## src/rtl/mem_stage_sram_like_if.sv

```systemverilog
// ----------------------------------------------------------------------------
// mem_stage_sram_like_if
//
// Purpose: groups the EX-side instruction bus, the data-SRAM response channel,
// the WB handshake and the forwarding bus of the memory-access stage into one
// interface. Clock and reset are kept as plain ports on the stage itself.
//
// Signal summary:
//   EX -> MEM  : ex_valid, ex_req, ex_ld_op, ex_addr_lo, ex_result, ex_rf_we,
//                ex_rf_waddr, ex_pc, ex_exc
//   MEM -> EX  : mem_allow_in, req_block
//   SRAM -> MEM: data_ok, rdata
//   WB -> MEM  : flush, wb_allow_in
//   MEM -> WB  : mem_valid, mem_result, mem_rf_we, mem_rf_waddr, mem_pc, mem_exc
//   Forwarding : fwd_we, fwd_stall
//
// Modports:
//   master - the surrounding pipeline (drives EX, SRAM and WB side inputs)
//   slave  - the memory stage
// ----------------------------------------------------------------------------
interface mem_stage_sram_like_if #(
    parameter int XLEN = 32
);
    localparam int AW = $clog2(XLEN / 8);

    logic            ex_valid;
    logic            ex_req;
    logic [2:0]      ex_ld_op;
    logic [AW-1:0]   ex_addr_lo;
    logic [XLEN-1:0] ex_result;
    logic            ex_rf_we;
    logic [4:0]      ex_rf_waddr;
    logic [31:0]     ex_pc;
    logic            ex_exc;
    logic            mem_allow_in;

    logic            data_ok;
    logic [XLEN-1:0] rdata;

    logic            flush;
    logic            wb_allow_in;

    logic            mem_valid;
    logic [XLEN-1:0] mem_result;
    logic            mem_rf_we;
    logic [4:0]      mem_rf_waddr;
    logic [31:0]     mem_pc;
    logic            mem_exc;

    logic            fwd_we;
    logic            fwd_stall;
    logic            req_block;

    modport master (
        output ex_valid, ex_req, ex_ld_op, ex_addr_lo, ex_result, ex_rf_we,
               ex_rf_waddr, ex_pc, ex_exc, data_ok, rdata, flush, wb_allow_in,
        input  mem_allow_in, mem_valid, mem_result, mem_rf_we, mem_rf_waddr,
               mem_pc, mem_exc, fwd_we, fwd_stall, req_block
    );

    modport slave (
        input  ex_valid, ex_req, ex_ld_op, ex_addr_lo, ex_result, ex_rf_we,
               ex_rf_waddr, ex_pc, ex_exc, data_ok, rdata, flush, wb_allow_in,
        output mem_allow_in, mem_valid, mem_result, mem_rf_we, mem_rf_waddr,
               mem_pc, mem_exc, fwd_we, fwd_stall, req_block
    );
endinterface

```

## src/rtl/mem_stage_sram_like.sv

```systemverilog
// ----------------------------------------------------------------------------
// mem_stage_sram_like
//
// Purpose: memory-access pipeline stage sitting between EX and WB for a core
// with a split request/response data SRAM. It holds one instruction, waits for
// the in-order data response of its load/store, extracts and extends load
// data (XLEN 32 or 64), parks an early response while WB stalls, and silently
// drops responses that belong to instructions killed by a flush.
//
// Ports:
//   clk    - clock
//   reset  - synchronous, active-high
//   bus    - mem_stage_sram_like_if.slave (EX inputs, SRAM response, WB
//            handshake, stage outputs, forwarding bus, req_block)
//
// Parameters:
//   XLEN        - datapath width, 32 or 64
//   MAX_DISCARD - maximum number of orphaned responses that may be in flight
// ----------------------------------------------------------------------------
module mem_stage_sram_like #(
    parameter int XLEN        = 32,
    parameter int MAX_DISCARD = 3
) (
    input logic                  clk,
    input logic                  reset,
    mem_stage_sram_like_if.slave bus
);
    localparam int AW = $clog2(XLEN / 8);
    localparam int CW = $clog2(MAX_DISCARD + 1);

    logic            r_valid;
    logic            r_req;
    logic [2:0]      r_ldOp;
    logic [AW-1:0]   r_addrLo;
    logic [XLEN-1:0] r_result;
    logic            r_rfWe;
    logic [4:0]      r_rfWaddr;
    logic [31:0]     r_pc;
    logic            r_exc;
    logic            r_bufValid;
    logic [XLEN-1:0] r_rdataBuf;
    logic [CW-1:0]   r_discardCnt;

    logic            w_discarding;
    logic            w_readyGo;
    logic            w_memValid;
    logic            w_allowIn;
    logic            w_advance;
    logic            w_rspMine;
    logic            w_killWaiting;
    logic            w_dropRsp;
    logic [XLEN-1:0] w_loadSel;
    logic [XLEN-1:0] w_loadShift;
    logic [XLEN-1:0] w_loadData;

    // While orphaned responses are outstanding, every data_ok belongs to one
    // of them, so nothing arriving can satisfy the current instruction. The
    // "waiting" condition of the stage is r_req & !r_bufValid.
    assign w_discarding  = (r_discardCnt != '0);
    assign w_readyGo     = !r_req || r_bufValid || (bus.data_ok && !w_discarding);
    assign w_memValid    = r_valid && w_readyGo;
    assign w_allowIn     = !bus.flush && (!r_valid || (w_readyGo && bus.wb_allow_in));
    assign w_advance     = w_memValid && bus.wb_allow_in;
    assign w_rspMine     = bus.data_ok && !w_discarding && r_valid && r_req && !r_bufValid;

    // A flush that kills an instruction still waiting for its data leaves
    // that response in flight; count it unless it is arriving right now.
    assign w_killWaiting = bus.flush && r_valid && r_req && !r_bufValid &&
                           !(bus.data_ok && !w_discarding);
    assign w_dropRsp     = bus.data_ok && w_discarding;

    // Load data comes from the parking buffer once WB has stalled a response,
    // otherwise straight from the SRAM in the cycle it returns.
    assign w_loadSel   = r_bufValid ? r_rdataBuf : bus.rdata;
    assign w_loadShift = w_loadSel >> {r_addrLo, 3'b000};

    // Size casts of a $signed operand sign-extend, of an unsigned one
    // zero-extend. For XLEN=32 the lw case is the whole word.
    always_comb begin
        w_loadData = w_loadShift;
        case (r_ldOp)
            3'd1:    w_loadData = XLEN'($signed(w_loadShift[7:0]));
            3'd2:    w_loadData = XLEN'(w_loadShift[7:0]);
            3'd3:    w_loadData = XLEN'($signed(w_loadShift[15:0]));
            3'd4:    w_loadData = XLEN'(w_loadShift[15:0]);
            3'd5:    w_loadData = XLEN'($signed(w_loadShift[31:0]));
            3'd6:    w_loadData = XLEN'(w_loadShift[31:0]);
            default: w_loadData = w_loadShift;
        endcase
    end

    // Stage registers, response buffer and discard counter. Flush wins over
    // everything; otherwise a new capture replaces the leaving instruction,
    // an advance empties the stage, and a response that WB cannot take yet
    // is parked. The discard counter may go up and down in the same cycle.
    always_ff @(posedge clk) begin
        if (reset) begin
            r_valid      <= 1'b0;
            r_req        <= 1'b0;
            r_ldOp       <= '0;
            r_addrLo     <= '0;
            r_result     <= '0;
            r_rfWe       <= 1'b0;
            r_rfWaddr    <= '0;
            r_pc         <= '0;
            r_exc        <= 1'b0;
            r_bufValid   <= 1'b0;
            r_rdataBuf   <= '0;
            r_discardCnt <= '0;
        end else begin
            if (bus.flush) begin
                r_valid    <= 1'b0;
                r_bufValid <= 1'b0;
            end else if (bus.ex_valid && w_allowIn) begin
                r_valid    <= 1'b1;
                r_req      <= bus.ex_req;
                r_ldOp     <= bus.ex_ld_op;
                r_addrLo   <= bus.ex_addr_lo;
                r_result   <= bus.ex_result;
                r_rfWe     <= bus.ex_rf_we;
                r_rfWaddr  <= bus.ex_rf_waddr;
                r_pc       <= bus.ex_pc;
                r_exc      <= bus.ex_exc;
                r_bufValid <= 1'b0;
            end else if (w_advance) begin
                r_valid    <= 1'b0;
                r_bufValid <= 1'b0;
            end else if (w_rspMine && !bus.wb_allow_in) begin
                r_bufValid <= 1'b1;
                r_rdataBuf <= bus.rdata;
            end
            r_discardCnt <= r_discardCnt + CW'(w_killWaiting) - CW'(w_dropRsp);
        end
    end

    assign bus.mem_allow_in = w_allowIn;
    assign bus.mem_valid    = w_memValid;
    assign bus.mem_result   = (r_ldOp != 3'd0) ? w_loadData : r_result;
    assign bus.mem_rf_we    = r_rfWe;
    assign bus.mem_rf_waddr = r_rfWaddr;
    assign bus.mem_pc       = r_pc;
    assign bus.mem_exc      = r_exc;
    assign bus.fwd_we       = w_memValid && r_rfWe;
    assign bus.fwd_stall    = r_valid && (r_ldOp != 3'd0) && !w_readyGo;
    assign bus.req_block    = (r_discardCnt == CW'(MAX_DISCARD));
endmodule

```

## src/flat_wrapper.sv

```systemverilog
// flat-port wrapper written by rule: the top's interface ports become plain ports
module mem_stage_sram_like_flat 
#(
    parameter int XLEN        = 32,
    parameter int MAX_DISCARD = 3
)
  (clk, reset, bus_ex_valid, bus_ex_req, bus_ex_ld_op, bus_ex_addr_lo, bus_ex_result, bus_ex_rf_we, bus_ex_rf_waddr, bus_ex_pc, bus_ex_exc, bus_data_ok, bus_rdata, bus_flush, bus_wb_allow_in, bus_mem_allow_in, bus_mem_valid, bus_mem_result, bus_mem_rf_we, bus_mem_rf_waddr, bus_mem_pc, bus_mem_exc, bus_fwd_we, bus_fwd_stall, bus_req_block);
  mem_stage_sram_like_if #(.XLEN(XLEN)) bus_i ();
  input logic clk;
  input logic reset;
  input wire logic [$bits(bus_i.ex_valid)-1:0] bus_ex_valid;
  input wire logic [$bits(bus_i.ex_req)-1:0] bus_ex_req;
  input wire logic [$bits(bus_i.ex_ld_op)-1:0] bus_ex_ld_op;
  input wire logic [$bits(bus_i.ex_addr_lo)-1:0] bus_ex_addr_lo;
  input wire logic [$bits(bus_i.ex_result)-1:0] bus_ex_result;
  input wire logic [$bits(bus_i.ex_rf_we)-1:0] bus_ex_rf_we;
  input wire logic [$bits(bus_i.ex_rf_waddr)-1:0] bus_ex_rf_waddr;
  input wire logic [$bits(bus_i.ex_pc)-1:0] bus_ex_pc;
  input wire logic [$bits(bus_i.ex_exc)-1:0] bus_ex_exc;
  input wire logic [$bits(bus_i.data_ok)-1:0] bus_data_ok;
  input wire logic [$bits(bus_i.rdata)-1:0] bus_rdata;
  input wire logic [$bits(bus_i.flush)-1:0] bus_flush;
  input wire logic [$bits(bus_i.wb_allow_in)-1:0] bus_wb_allow_in;
  output wire logic [$bits(bus_i.mem_allow_in)-1:0] bus_mem_allow_in;
  output wire logic [$bits(bus_i.mem_valid)-1:0] bus_mem_valid;
  output wire logic [$bits(bus_i.mem_result)-1:0] bus_mem_result;
  output wire logic [$bits(bus_i.mem_rf_we)-1:0] bus_mem_rf_we;
  output wire logic [$bits(bus_i.mem_rf_waddr)-1:0] bus_mem_rf_waddr;
  output wire logic [$bits(bus_i.mem_pc)-1:0] bus_mem_pc;
  output wire logic [$bits(bus_i.mem_exc)-1:0] bus_mem_exc;
  output wire logic [$bits(bus_i.fwd_we)-1:0] bus_fwd_we;
  output wire logic [$bits(bus_i.fwd_stall)-1:0] bus_fwd_stall;
  output wire logic [$bits(bus_i.req_block)-1:0] bus_req_block;
  assign bus_i.ex_valid = bus_ex_valid;
  assign bus_i.ex_req = bus_ex_req;
  assign bus_i.ex_ld_op = bus_ex_ld_op;
  assign bus_i.ex_addr_lo = bus_ex_addr_lo;
  assign bus_i.ex_result = bus_ex_result;
  assign bus_i.ex_rf_we = bus_ex_rf_we;
  assign bus_i.ex_rf_waddr = bus_ex_rf_waddr;
  assign bus_i.ex_pc = bus_ex_pc;
  assign bus_i.ex_exc = bus_ex_exc;
  assign bus_i.data_ok = bus_data_ok;
  assign bus_i.rdata = bus_rdata;
  assign bus_i.flush = bus_flush;
  assign bus_i.wb_allow_in = bus_wb_allow_in;
  assign bus_mem_allow_in = bus_i.mem_allow_in;
  assign bus_mem_valid = bus_i.mem_valid;
  assign bus_mem_result = bus_i.mem_result;
  assign bus_mem_rf_we = bus_i.mem_rf_we;
  assign bus_mem_rf_waddr = bus_i.mem_rf_waddr;
  assign bus_mem_pc = bus_i.mem_pc;
  assign bus_mem_exc = bus_i.mem_exc;
  assign bus_fwd_we = bus_i.fwd_we;
  assign bus_fwd_stall = bus_i.fwd_stall;
  assign bus_req_block = bus_i.req_block;
  mem_stage_sram_like #(.XLEN(XLEN), .MAX_DISCARD(MAX_DISCARD)) u_core (.clk(clk), .reset(reset), .bus(bus_i));
endmodule
```

## config.mk

```make
export PLATFORM = sky130hd
export DESIGN_NAME = mem_stage_sram_like_flat
export DESIGN_NICKNAME = d
export VERILOG_FILES = /design/src/rtl/mem_stage_sram_like_if.sv /design/src/rtl/mem_stage_sram_like.sv /design/src/flat_wrapper.sv
export SDC_FILE = /design/constraint.sdc
export NUM_CORES = 1
export LEC_CHECK = 0
export ABC_AREA = 1
export CELL_PAD_IN_SITES_DETAIL_PLACEMENT = 0
export CELL_PAD_IN_SITES_GLOBAL_PLACEMENT = 1
export CORE_ASPECT_RATIO = 2
export CORE_MARGIN = 10
export CORE_UTILIZATION = 34
export CTS_CLUSTER_DIAMETER = 200
export DETAILED_ROUTE_END_ITERATION = 6
export PLACE_DENSITY = 0.95
export RECOVER_POWER = 100
export SLEW_MARGIN = 20
export SYNTH_ARGS = -nofsm -noshare
export SYNTH_HDL_FRONTEND = slang
export SYNTH_SLANG_ARGS = --single-unit
```

## constraint.sdc

```tcl
create_clock -name clk -period 4.2 [get_ports clk]
set_input_delay 0.84 -clock clk [delete_from_list [all_inputs] [get_ports clk]]
set_output_delay 0.84 -clock clk [all_outputs]
set_load 0.01 [all_outputs]
```

# Word level (Yosys, flattened, before mapping)
# Index checks and enable logic that the tools add are counted.
# totals
regBits	113
latchBits	0
ramBits	0
romBits	0
input_bits	115
out_inout_bits	76
wordCells	64
n_memories	0
# op_classes
n_addsub	2
multipliers	0
n_div	0
n_lt_le_gt_ge	0
n_eq_ne	5
n_shift	1
mux	5
bitwise_logic	3
reduce_logical	36
# ops
op	n
case mux 32 bit (4 select lines)	1
2-to-1 mux 32 bit	2
right shift 32 x 5 -> 32 bit	1
logical AND 1 bit	18
zero test 1 bit	8
== test 3 x 2 -> 1 bit, second input constant	2
AND reduction 4 bit	1
nonzero test 2 bit	2
OR reduction 4 bit	1
== test 3 x 1 -> 1 bit, second input constant	1
== test 3 bit, second input constant	1
logical OR 1 bit	3
inverter 1 bit	3
nonzero test 3 bit	1
adder 2 x 1 -> 2 bit	1
== test 2 bit, second input constant	1
2-to-1 mux 1 bit	2
AND reduction 2 bit	1
OR reduction 2 bit	1
subtractor 2 x 1 -> 2 bit	1

# Longest topological paths before layout
# depth
ltp_word	10
mapped_depth	11
mapped_depth_nobuf	10

# Least setup slack after synthesis
# No wires, ideal clock.
# synth_path
kind	input port to output port
from	in bus_rdata[15]
to	out bus_mem_result[22]
arrival_ns	1.674
required_time_ns	3.360
path_slack_ns	1.686
stages	9
n_path_buf	1
cell_sequence	inv_1 -> nand2_1 -> nand3_1 -> nand3_1 -> nand3_1 -> buf_4 -> nand3_1 -> nand2_1 -> inv_1
# synth_via
elab_chain_cells	4
# synth_rtl
item	line_no	text
start, declared	flat_wrapper.sv:21	input wire logic [$bits(bus_i.rdata)-1:0] bus_rdata;
2-to-1 mux 32 bit	mem_stage_sram_like.sv:74	assign w_loadSel = r_bufValid ? r_rdataBuf : bus.rdata;
right shift 32 x 5 -> 32 bit	mem_stage_sram_like.sv:75	assign w_loadShift = w_loadSel >> {r_addrLo, 3'b000};
case mux 32 bit (4 select lines)	mem_stage_sram_like.sv:81	case (r_ldOp)
2-to-1 mux 32 bit	mem_stage_sram_like.sv:138	assign bus.mem_result = (r_ldOp != 3'd0) ? w_loadData : r_result;
end, declared	flat_wrapper.sv:26	output wire logic [$bits(bus_i.mem_result)-1:0] bus_mem_result;
# No other way between the ends.

# Final worst setup path
# layout_path
from	in bus_rdata[15]
to	out bus_mem_result[27]
# The elaborated chain is that of the path after synthesis.

==> flow_metrics.tcl <==
set metrics [dict create \
    status "finished clean" \
    ys_ff_latch 113 \
    multi_input_area_um2 3030 \
    wl_met2_um 11300 \
    start_util_pct 34.3 \
    die_area_um2 23300 \
    p_sw_uw 915 \
    port-buffer-count 190 \
    clk_latency_ns 0.41 \
    synthesis.instances 915 \
    antenna_found_initial 2 \
    slew_headroom_pct 4.62 \
    cts-root-buf "clkbuf_16" \
    endpoint_kind "primary output" \
    die_h_um 206 \
    finalHoldViolCount 0 \
    dp_slack_ns 0.590 \
    required_ns 3.36 \
    cts-resized-gates 0 \
    worst_slack_ns 0.397 \
    ant_nets 0 \
    cts_max_level 4 \
    combinationalPowerShare_pct 18.2 \
    clock.fmax_mhz 263 \
    yosysWarnings 0 \
    crit_fanout 17 \
    ir_drop_mv 0.296 \
    clock_sinks 113 \
    tightestPinTransition_ns 1.43 \
    r2r_slack_ns 1.21 \
    met1_length_um 8220 \
    synthFlopType "dfxtp_1" \
    cp-start-kind "input port" \
    path_class "in2out" \
    grt_max_degree 79 \
    placedInstanceArea_um2 7860 \
    avgRoutedWirePerCell_um 17.0 \
    drive_above_1_share_pct 6.28 \
    cts_inserted_buffers 17 \
    hold_buffers 0 \
    grtUsageTotal_pct 18.2 \
    stdcell_area_um2 8490 \
    seqPwrFrac_pct 33.8 \
    synthesis.nets 1032 \
    hold_ws_ns 0.458 \
    synth_area_um2 5890 \
    drv_cap 0 \
    syn_avg_cell_area_um2 6.44 \
    core_area_um2 17200 \
    power.leakage_nw 3.66 \
    fin_worst_skew_ns 0.00883 \
    wirelength_um 22000 \
    arrival_ns 2.96 \
    finalCritPeriodShare_pct 90.5 \
    synthArstFlopShare_pct 0 \
    vias 6514 \
    postCtsSetupBuffers 0 \
    drc_errors 0 \
    clock_path_buffers 2 \
    finalPower_mw 3.34 \
    die_width_um 113 \
    first_iter_violations 352 \
    synth_edf_count 0 \
    clk_pin_slew_worst_paths_ns 0.06 \
    slew_viol_final 0 \
    setup-tns-final_ns 0 \
    top_layer "met4" \
    rsz0062_at_grt "false" \
    io_pins 191 \
    num-nets-final 1187 \
    hpwlAfterDp_um 16100 \
    grt_overflow 0 \
    period_minus_slack_ns 3.80 \
    setup_viol 0 \
    register_area_um2 2260 \
    drt_pass1_iterations 4 \
    via_per_inst 5.03 \
    rows 68 \
    fillers 1805 \
    p_int_mw 2.43 \
    area_delta_synth_final_pct 44.0 \
    ys_types 25 \
    hold_path.class "reg2reg" \
    pwr-share-clk_pct 47.9 \
    grt_pass1_wl_um 33900 \
    cts_tree "yes" \
    grt_pass1_vias 6365 \
    routed-wl-met3_um 1500 \
    pwr_density_cell_nw_per_um2 394 \
    swShare_pct 27.4 \
    place_congestion 0.868 \
    ys_seq_area_share_pct 38.4 \
]
## placed cells by master (no fill, tap or decap), drive strengths merged
cell           count
a21oi            118
a31oi              8
buf               15
bufinv             4
clkbuf            22
clkdlybuf4s50    113
clkinvlp           3
dfxtp            113
diode              2
dlygate4sd3       75
ha                 2
inv               75
nand2            276
nand3            135
nand4              1
nor2              63
nor3               2
nor4               1
o211ai            11
o21ai             45
xor2               1
## layer usage
metal | GRT usage, % | vias to the layer above
li1 | - | 3294
met1 | 18.3 | 2973
met2 | 32.4 | 205
met3 | 5.67 | 42
met4 | 10.1 | 0
met5 | 0 | -
## cells in the mapped netlist (3+ instances only)
library cell	n	area share (%)
nand2_1	274	17
nand3_1	124	11
a21oi_1	118	10
dfxtp_1	113	38
inv_1	66	4.2
nor2_1	60	3.8
o21ai_0	45	3.8
clkbuf_1	33	2.1
buf_2	25	2.1
nand3_2	11	1.9
o211ai_1	11	1.4
a31oi_1	8	0.85
buf_1	5	0.32
buf_4	4	0.51
inv_2	3	0.19
## cell type report
cell class / count / share of cell area (%)
tap: 210 / 3.10
inverter: 69 / 3.05
clock buffer: 19 / 5.34
antenna: 2 / 0.0590
clock inverter: 13 / 2.30
timing repair buffer: 206 / 23.8
multi-input combinational: 663 / 35.7
sequential: 113 / 26.7
## metrics by stage
step,util [%],instances
floorplan,-,915
global placement,45.7,1261
detailed placement,45.7,1261
CTS,49.5,1293
global route,49.4,1295
finish,49.4,1295
## final timing paths
path                        startpoint  cells after the start                     to
hold reg to reg   u_core.bus.mem_pc[6]                      2   u_core.bus.mem_pc[6]
setup reg to reg     u_core.r_bufValid                      9  u_core.r_rdataBuf[15]
setup / recovery         bus_rdata[15]                     11     bus_mem_result[27]
hold / removal    u_core.bus.mem_pc[6]                      2   u_core.bus.mem_pc[6]
## worst max-delay path: stages
cell	delay, ns
clkdlybuf4s50_1	0.39
inv_1	0.12
nand2_1	0.10
nand3_1	0.10
nand3_1	0.12
nand3_1	0.10
clkbuf_2	0.29
nand3_1	0.18
nand2_1	0.09
inv_1	0.03
dlygate4sd3_1	0.60
## power by group through the flow
stage                     Sequential, mW  Clock, mW  Combinational, mW
final                               1.13       1.60              0.609
after detailed placement            1.15          0              0.640
after floorplan                     1.16          0              0.304
after global routing                1.13       1.67              0.675
after CTS                           1.13       1.63              0.642
after global placement              1.15          0              0.638
## registers in the layout, indices dropped and copies added, names as in the netlist, 2 cells and up
| name | cells |
|---|---|
| u_core.r_result | 32 |
| u_core.r_addrLo | 2 |
| u_core.bus.mem_rf_waddr | 5 |
| u_core.r_rdataBuf | 32 |
| u_core.bus.mem_pc | 32 |
| u_core.r_ldOp | 3 |
| u_core.r_discardCnt | 2 |
## logic make-up (layout without fill, tap and decap cells)
logic type	Yosys count	count (layout)	synth area share, %
AO/OA/AOI/OAI	182	182	16.1
XOR/XNOR	1	1	0.149
adder cells (fa/ha/maj)	2	2	0.424
buffers and inverters	139	307	10.1
flip-flops	113	113	38.4
other	0	2	0
AND/OR/NAND/NOR	478	478	34.9
(Power assumes the default switching activity.)
